## config.mk

```make
export PLATFORM = sky130hd
export DESIGN_NAME = decode_execute_pipe
export DESIGN_NICKNAME = d
export VERILOG_FILES = /design/src/rtl/cpu_pipe_pkg.sv /design/src/rtl/load_use_detect.sv /design/src/rtl/decode_execute_pipe.sv
export SDC_FILE = /design/constraint.sdc
export NUM_CORES = 1
export LEC_CHECK = 0
export CAP_MARGIN = 25
export CORE_MARGIN = 4
export CORE_UTILIZATION = 40
export DETAILED_ROUTE_END_ITERATION = 10
export GPL_TIMING_DRIVEN = 0
export PLACE_DENSITY = 0.82
export SLEW_MARGIN = 20
export SYNTH_ARGS = -nofsm -noshare
export SYNTH_HDL_FRONTEND = slang
export SYNTH_HIERARCHICAL = 1
export SYNTH_SLANG_ARGS = --single-unit
```

## constraint.sdc

```tcl
create_clock -name clk -period 2.7 [get_ports clk]
set_clock_uncertainty 0.05 [all_clocks]
set_input_delay 0.675 -clock clk [delete_from_list [all_inputs] [get_ports clk]]
set_output_delay 0.675 -clock clk [all_outputs]
set_load 0.005 [all_outputs]
```

## src/rtl/cpu_pipe_pkg.sv

```systemverilog
// ============================================================================
// cpu_pipe_pkg : shared types for the Decode->Execute pipeline register
// Revision 1.0 : initial release
// ============================================================================
`default_nettype none

package cpu_pipe_pkg;

  // Field order is fixed by the control unit; ld is the LSB.
  typedef struct packed {
    logic       wbs;
    logic       wme;
    logic       mm;
    logic [2:0] aluop;
    logic       wm;
    logic       am;
    logic       ni;
    logic       wre;
    logic       ld;
  } de_ctrl_t;

  localparam int CTRL_W = $bits(de_ctrl_t);

  typedef enum logic [0:0] {
    DE_RUN = 1'b0,
    DE_HAZ = 1'b1
  } de_state_t;

endpackage

`default_nettype wire

```

## src/rtl/load_use_detect.sv

```systemverilog
// ============================================================================
// load_use_detect : flags a Decode instruction that reads the register a load
//                   in Execute is about to write
// Revision 1.0 : initial release
// ============================================================================
`default_nettype none

module load_use_detect #(
  parameter int REG_AW = 4
) (
  input  logic              valid_i,
  input  logic [REG_AW-1:0] rs1_i,
  input  logic [REG_AW-1:0] rs2_i,
  input  logic              use_rs1_i,
  input  logic              use_rs2_i,
  input  logic              ex_valid_i,
  input  logic              ex_ld_i,
  input  logic              ex_wre_i,
  input  logic [REG_AW-1:0] ex_rd_i,
  output logic              hz_o
);

  logic w_rs1_hit;
  logic w_rs2_hit;

  assign w_rs1_hit = use_rs1_i && (rs1_i == ex_rd_i);
  assign w_rs2_hit = use_rs2_i && (rs2_i == ex_rd_i);
  assign hz_o      = valid_i && ex_valid_i && ex_ld_i && ex_wre_i && (w_rs1_hit || w_rs2_hit);

endmodule

`default_nettype wire

```

## src/rtl/decode_execute_pipe.sv

```systemverilog
// ============================================================================
// decode_execute_pipe : Decode->Execute register with valid/ready handshake,
//                       flush, load-use bubble insertion and stall counter
// Revision 1.0 : initial release
// ============================================================================
`default_nettype none

module decode_execute_pipe
  import cpu_pipe_pkg::*;
#(
  parameter int DATA_W     = 16,
  parameter int REG_AW     = 4,
  parameter int LOAD_STALL = 1,
  parameter int CNT_W      = 16
) (
  input  logic              clk,
  input  logic              rst,
  input  logic              flush,
  input  logic              in_valid,
  output logic              in_ready,
  input  logic [CTRL_W-1:0] in_ctrl,
  input  logic [REG_AW-1:0] in_rd,
  input  logic [REG_AW-1:0] in_rs1,
  input  logic [REG_AW-1:0] in_rs2,
  input  logic              in_use_rs1,
  input  logic              in_use_rs2,
  input  logic [DATA_W-1:0] in_op_a,
  input  logic [DATA_W-1:0] in_op_b,
  input  logic [DATA_W-1:0] in_st_data,
  output logic              out_valid,
  input  logic              out_ready,
  output logic [CTRL_W-1:0] out_ctrl,
  output logic [REG_AW-1:0] out_rd,
  output logic [DATA_W-1:0] out_op_a,
  output logic [DATA_W-1:0] out_op_b,
  output logic [DATA_W-1:0] out_st_data,
  output logic              hazard_stall,
  output logic [CNT_W-1:0]  hazard_cnt
);

  localparam logic [2:0] c_stall_init = 3'(LOAD_STALL);

  de_state_t         state_q, state_d;
  logic [2:0]        cnt_q, cnt_d;
  logic              out_valid_q, out_valid_d;
  de_ctrl_t          ctrl_q;
  logic [REG_AW-1:0] rd_q;
  logic [DATA_W-1:0] op_a_q, op_b_q, st_q;
  logic [CNT_W-1:0]  hcnt_q;
  logic              w_hz;
  logic              w_load;

  load_use_detect #(.REG_AW(REG_AW)) u_load_use_detect (
    .valid_i    (in_valid),
    .rs1_i      (in_rs1),
    .rs2_i      (in_rs2),
    .use_rs1_i  (in_use_rs1),
    .use_rs2_i  (in_use_rs2),
    .ex_valid_i (out_valid_q),
    .ex_ld_i    (ctrl_q.ld),
    .ex_wre_i   (ctrl_q.wre),
    .ex_rd_i    (rd_q),
    .hz_o       (w_hz)
  );

  always_comb begin
    state_d     = state_q;
    cnt_d       = cnt_q;
    out_valid_d = out_valid_q;
    in_ready    = 1'b0;
    case (state_q)
      DE_RUN: begin
        in_ready = !flush && !w_hz && (!out_valid_q || out_ready);
        if (flush) begin
          out_valid_d = 1'b0;
          cnt_d       = 3'd0;
        end else if (w_hz) begin
          // A stalled load that cannot leave keeps both itself and Decode parked.
          if (out_ready) begin
            out_valid_d = 1'b0;
            cnt_d       = c_stall_init;
            state_d     = DE_HAZ;
          end
        end else if (in_valid && in_ready) begin
          out_valid_d = 1'b1;
        end else if (out_ready) begin
          out_valid_d = 1'b0;
        end
      end
      DE_HAZ: begin
        in_ready    = (cnt_q == 3'd1) && !flush;
        out_valid_d = 1'b0;
        if (flush) begin
          state_d = DE_RUN;
          cnt_d   = 3'd0;
        end else begin
          cnt_d = cnt_q - 3'd1;
          // The dependent instruction enters on the final bubble cycle.
          if (cnt_q <= 3'd1) begin
            state_d     = DE_RUN;
            out_valid_d = in_valid && in_ready;
          end
        end
      end
      default: begin
        state_d     = DE_RUN;
        out_valid_d = 1'b0;
      end
    endcase
  end

  assign w_load       = in_valid && in_ready;
  assign hazard_stall = in_valid && !in_ready && (w_hz || (state_q == DE_HAZ));

  always_ff @(posedge clk) begin
    if (rst) begin
      state_q     <= DE_RUN;
      cnt_q       <= 3'd0;
      out_valid_q <= 1'b0;
    end else begin
      state_q     <= state_d;
      cnt_q       <= cnt_d;
      out_valid_q <= out_valid_d;
    end
  end

  always_ff @(posedge clk) begin
    if (rst) begin
      ctrl_q <= '0;
      rd_q   <= '0;
      op_a_q <= '0;
      op_b_q <= '0;
      st_q   <= '0;
    end else if (w_load) begin
      ctrl_q <= in_ctrl;
      rd_q   <= in_rd;
      op_a_q <= in_op_a;
      op_b_q <= in_op_b;
      st_q   <= in_st_data;
    end
  end

  always_ff @(posedge clk) begin
    if (rst) begin
      hcnt_q <= '0;
    end else if (hazard_stall && (hcnt_q != {CNT_W{1'b1}})) begin
      hcnt_q <= hcnt_q + CNT_W'(1);
    end
  end

  assign out_valid   = out_valid_q;
  assign out_ctrl    = ctrl_q;
  assign out_rd      = rd_q;
  assign out_op_a    = op_a_q;
  assign out_op_b    = op_b_q;
  assign out_st_data = st_q;
  assign hazard_cnt  = hcnt_q;

endmodule

`default_nettype wire

```

* After elaboration in Yosys (flattened, before gate mapping) *
Cells that the tools add are included.

word-level totals
  register bits = 84
  input port bits = 78
  output and inout port bits = 82
  logic and storage cells = 69

operators by class
  add/subtract/negate cells = 2
  $lt $le $gt $ge = 1
  eq/ne operators = 6
  mux-type cells = 19
  bitwise logic cells = 1
  reduce and logical (&&, ||, !) cells = 23

operators with widths
  operator                                                                          count
  16-bit by 1-bit adder with 16-bit output, second input constant                   1
  16-bit != test, second input constant                                             1
  1-bit logical AND                                                                 15
  3-bit 2-to-1 mux                                                                  4
  1-bit 2-to-1 mux                                                                  11
  4-bit equality test                                                               2
  3-bit != test, second input constant                                              2
  1-bit one-hot mux with 2 select lines                                             3
  3-bit one-hot mux with 2 select lines                                             1
  1-bit zero test                                                                   4
  3-bit by 1-bit equality test with 1-bit output, second input constant             1
  3-bit by 1-bit less-or-equal comparator with 1-bit output, second input constant  1
  1-bit logical OR                                                                  3
  3-bit by 1-bit subtractor with 3-bit output, second input constant                1
  2-bit AND reduction                                                               1
  1-bit inverter                                                                    1

* Longest topological paths before layout *
  depth after elaboration = 12
  gate-level depth with buffers = 8
  gate-level depth less buffers = 7

* Modules after synthesis *
The synthesis kept the hierarchy.

modules (own cells, without submodules)
  module               instances  cells each  area each (um^2)
  decode_execute_pipe  1          445         4003.8
  load_use_detect      1          14          105.1

* Worst setup path before layout *
Ideal clock, no wire load.

  path kind = input port to output port
  start point = input in_valid
  end point = output in_ready
  arrival time = 2138 ps
  path slack = -163 ps
  cell stages on the path = 7
  cell sequence = and4_1 nand4_1 o22ai_1 o31a_1 clkbuf_1 buf_1 nor2_1

on the way
  cells in the longest elaborated chain, start to end = 8

ends and longest elaborated chain
  what                                   line                       text
  start: declaration                     decode_execute_pipe.sv:19  input logic in_valid,
  1-bit logical AND (4 in a row)         load_use_detect.sv:28      assign hz_o = valid_i && ex_valid_i && ex_ld_i && ex_wre_i && (w_rs1_hit || w_rs2_hit);
  named net w_hz                         decode_execute_pipe.sv:50  logic w_hz;
  1-bit zero test                        decode_execute_pipe.sv:73  in_ready = !flush && !w_hz && (!out_valid_q || out_ready);
  1-bit logical AND (2 in a row)         decode_execute_pipe.sv:73
  1-bit one-hot mux with 2 select lines  decode_execute_pipe.sv:71  case (state_q)
  end: declaration                       decode_execute_pipe.sv:20  output logic in_ready,

The timed path passes the listed nets, and every way through them passes these cells.

* Worst setup path in the final report *
  start point = input in_rs2[1]
  end point = register hcnt_q[9], in the netlist hazard_cnt[9]

on the way
  cells in the longest elaborated chain, start to end = 12
  elaborated cells on any way between the ends = 13
  those cells by class = eq/ne: 1; mux: 1; reduce/logical: 11

ends and longest elaborated chain
  what                                   line                        text
  start: declaration                     decode_execute_pipe.sv:24   input logic [REG_AW-1:0] in_rs2,
  4-bit equality test *                  load_use_detect.sv:27       assign w_rs2_hit = use_rs2_i && (rs2_i == ex_rd_i);
  1-bit logical AND *                    load_use_detect.sv:27
  1-bit logical OR *                     load_use_detect.sv:28
  1-bit logical AND *                    load_use_detect.sv:28
  named net w_hz                         decode_execute_pipe.sv:50
  1-bit zero test                        decode_execute_pipe.sv:73
  1-bit logical AND (2 in a row)         decode_execute_pipe.sv:73
  1-bit one-hot mux with 2 select lines  decode_execute_pipe.sv:71
  1-bit zero test                        decode_execute_pipe.sv:113  assign hazard_stall = in_valid && !in_ready && (w_hz || (state_q == DE_HAZ));
  1-bit logical AND                      decode_execute_pipe.sv:113
  1-bit logical AND *                    decode_execute_pipe.sv:113
  1-bit logical AND *                    decode_execute_pipe.sv:146  end else if (hazard_stall && (hcnt_q != {CNT_W{1'b1}})) begin
  end signal: assignment                 decode_execute_pipe.sv:147  hcnt_q <= hcnt_q + CNT_W'(1);
  end: declaration                       decode_execute_pipe.sv:49   logic [CNT_W-1:0] hcnt_q;

Mark *: on every way through the listed nets, which the timed path passes. The rest lies on a longest branch.
A chain may end at the register's enable or synchronous reset.

==> metrics.yaml <==
power_frac_comb_pct: 16.2
fp.dieH_microns: 109
rows: 36
clk_latency_ns: 0.36
required_ns: 2.94
path_class: "in -> reg"
crit_fanout: 3
p_per_area_nw_per_um2: 434
nets: 712
ir_drop_v: 0.000226
maxSlewViolCount: 0
core-area_sq_um: 9910
drtIter0Drc: 319
pwr-share-clk_pct: 34.8
start_util_pct: 41.5
ctsRootBufferMaster: "clkbuf_8"
ys.flop_type: "dfxtp_1"
routedWlPerCell_microns: 18.4
die_w_microns: 109
status: "finished, final reports clean"
drtPass1Iterations: 5
clk_path_buf_depth: 2
diodes: 0
yosysMostFrequentCell: "dfxtp_1"
die_area_sq_um: 12000
max_cap_viol_count: 0
worst_slack_ns: 0.0550
yosysTopAreaCellShare_pct: 40.9
syn-num-nets: 540
globalplace.congestion: 0.866
synth_area_sq_um: 4110
power_frac_seq_pct: 48.9
min_period_over_period_pct: 98.0
h-tree-depth: 3
postRouteAntennaNets: 0
vias: 4545
finalSetupViolCount: 0
fin_cells: 769
antenna_found_initial: 0
timing.hold.ws_ns: 0.419
crit_arrival_ns: 2.88
drc: 0
end_kind: "flip-flop"
hold_buffers: 0
synth_common_cells: "84 x dfxtp_1, 71 x a21oi_1, 64 x o31ai_1"
p_sw_share_pct: 26.2
hp-class: "reg -> reg"
fmax_ghz: 0.378
synth_edf_count: 0
p_total_mw: 2.68
portBuffers: 157
max_slew_margin_pct: 47.0
yosysUniqueCellTypes: 46
fin_area_sq_um: 6180
dp_slack_ns: -1.48
grt_pass1_wl_microns: 21900
track_usage_pct: 23.0
start_kind: "input pin"
ios: 160
worst_slew_pin_slew_ns: 0.788
cts_tree: "built"
switchingPower_mw: 0.702
placed_area_sq_um: 5850
dp_cells: 749
yosys_warnings: 6
ys_seq_area_share_pct: 40.9
cts.sinks: 84
grt_max_degree: 16
synthTopCellsByArea: "dfxtp_1 41%, nand4b_1 13%, o31ai_1 12%, a21oi_1 8.6%, clkbuf_1 4.1%"
grt_pass1_vias: 4400
postSynthCellCount: 459
drive_gt1_share_pct: 9.75
ys_async_sr_fraction_pct: 0
power.internal_mw: 1.98
routed_wl_microns: 14200
yosys.area.top_type: "dfxtp_1"
p_leak_nw: 2.05
viasPerCell: 5.91
gr-total-overflow: 0
post-dp-hpwl_microns: 10200
cts_buffers: 9
syn_avg_cell_area_sq_um: 8.95
area_growth_pct: 50.5
clk_pin_slew_ns: 0.08
hold_violations: 0
fin_crit_ns: 2.65
synth_seq_cells: 84
critical path, cell delays in order:
cell	delay (ns)
clkdlybuf4s15_1	0.17
xnor2_1	0.14
nand4_1	0.15
o22ai_4	0.21
buf_6	0.14
buf_6	0.11
o21ai_4	0.05
or4_4	0.55
or4_4	0.53
a21oi_2	0.14
metrics by stage:
| step | utilization [%] | TNS [ns] |
|---|---|---|
| finish | 62.4 | 0 |
| global route | 62.4 | -0.00420 |
| CTS | 62.1 | 0 |
| detailed placement | 59.1 | -54.20 |
| global placement | 59.1 | -49.70 |
| floorplan | - | 0 |
final cells by class:
class	instances	area [sq um]
repair buffers	163	1600
well taps	133	166
multi-input cells	315	2310
plain buffers	50	190
clock inverters	6	71.3
clock buffers	10	138
fillers	852	3730
flip-flops and latches	84	1690
inverters	8	30.0
routing by layer:
layer / global-route usage (%) / part of all wire, %
met1: 28.7 / 42
met2: 39.7 / 49
met3: 5.58 / 7.6
met4: 6.06 / 1.4
met5: 0 / 0
placed cells by master, fill, tap and decap left out, types with 8 or more instances in the layout:
| master | Yosys | layout |
|---|---|---|
| nand4b_1 | 63 | 63 |
| a21oi_1 | 71 | 70 |
| clkdlybuf4s50_1 | 0 | 143 |
| mux2_2 | 8 | 8 |
| clkbuf_8 | 0 | 10 |
| nor2_1 | 13 | 12 |
| dfxtp_1 | 84 | 81 |
| o31ai_1 | 64 | 64 |
| nor2b_1 | 9 | 8 |
| clkbuf_1 | 45 | 44 |
power by group through the flow:
stage | logic (mW) | registers (mW) | clock network [mW]
floorplan | 0.167 | 1.34 | 0
global placement | 0.420 | 1.34 | 0
detailed placement | 0.429 | 1.34 | 0
CTS | 0.433 | 1.31 | 0.958
global route | 0.468 | 1.32 | 1.01
finish | 0.436 | 1.31 | 0.935
sequential cells by signal, indices dropped and copies added (netlist names):
name	count
hazard_cnt	16
out_op_a	16
out_op_b	16
out_st_data	16
out_ctrl	11
out_rd	4
cnt_q	3
out_valid	1
state_q	1
what timing repair did:
| item | CTS | global route |
|---|---|---|
| resized for setup | 47 | 19 |
| buffers inserted | 5 | 1 |
| setup endpoints to repair | 75 | 6 |
| pin swaps | 15 | 11 |
cell families (layout without fill, tap and decap cells):
| logic type | after synthesis | count (layout) | share of synthesized area, % |
|---|---|---|---|
| AND/OR/NAND/NOR | 136 | 136 | 23.7 |
| adder cells (fa/ha/maj) | 3 | 3 | 0.914 |
| buffers and inverters | 60 | 237 | 5.54 |
| AO/OA/AOI/OAI | 159 | 159 | 24.8 |
| XOR/XNOR | 8 | 8 | 1.71 |
| flip-flops | 84 | 84 | 40.9 |
| multiplexers | 9 | 9 | 2.44 |
final timing paths:
kind                                startpoint  cells after the start  slack, ns        endpoint
worst min register to register  out_st_data[3]                      2       0.42  out_st_data[3]
worst min-delay path            out_st_data[3]                      2       0.42  out_st_data[3]
worst max-delay path                 in_rs2[1]                     10       0.05   hazard_cnt[9]
worst max register to register     out_ctrl[1]                      9       0.09   hazard_cnt[9]
Note: power is estimated with default switching activity, not from simulation.
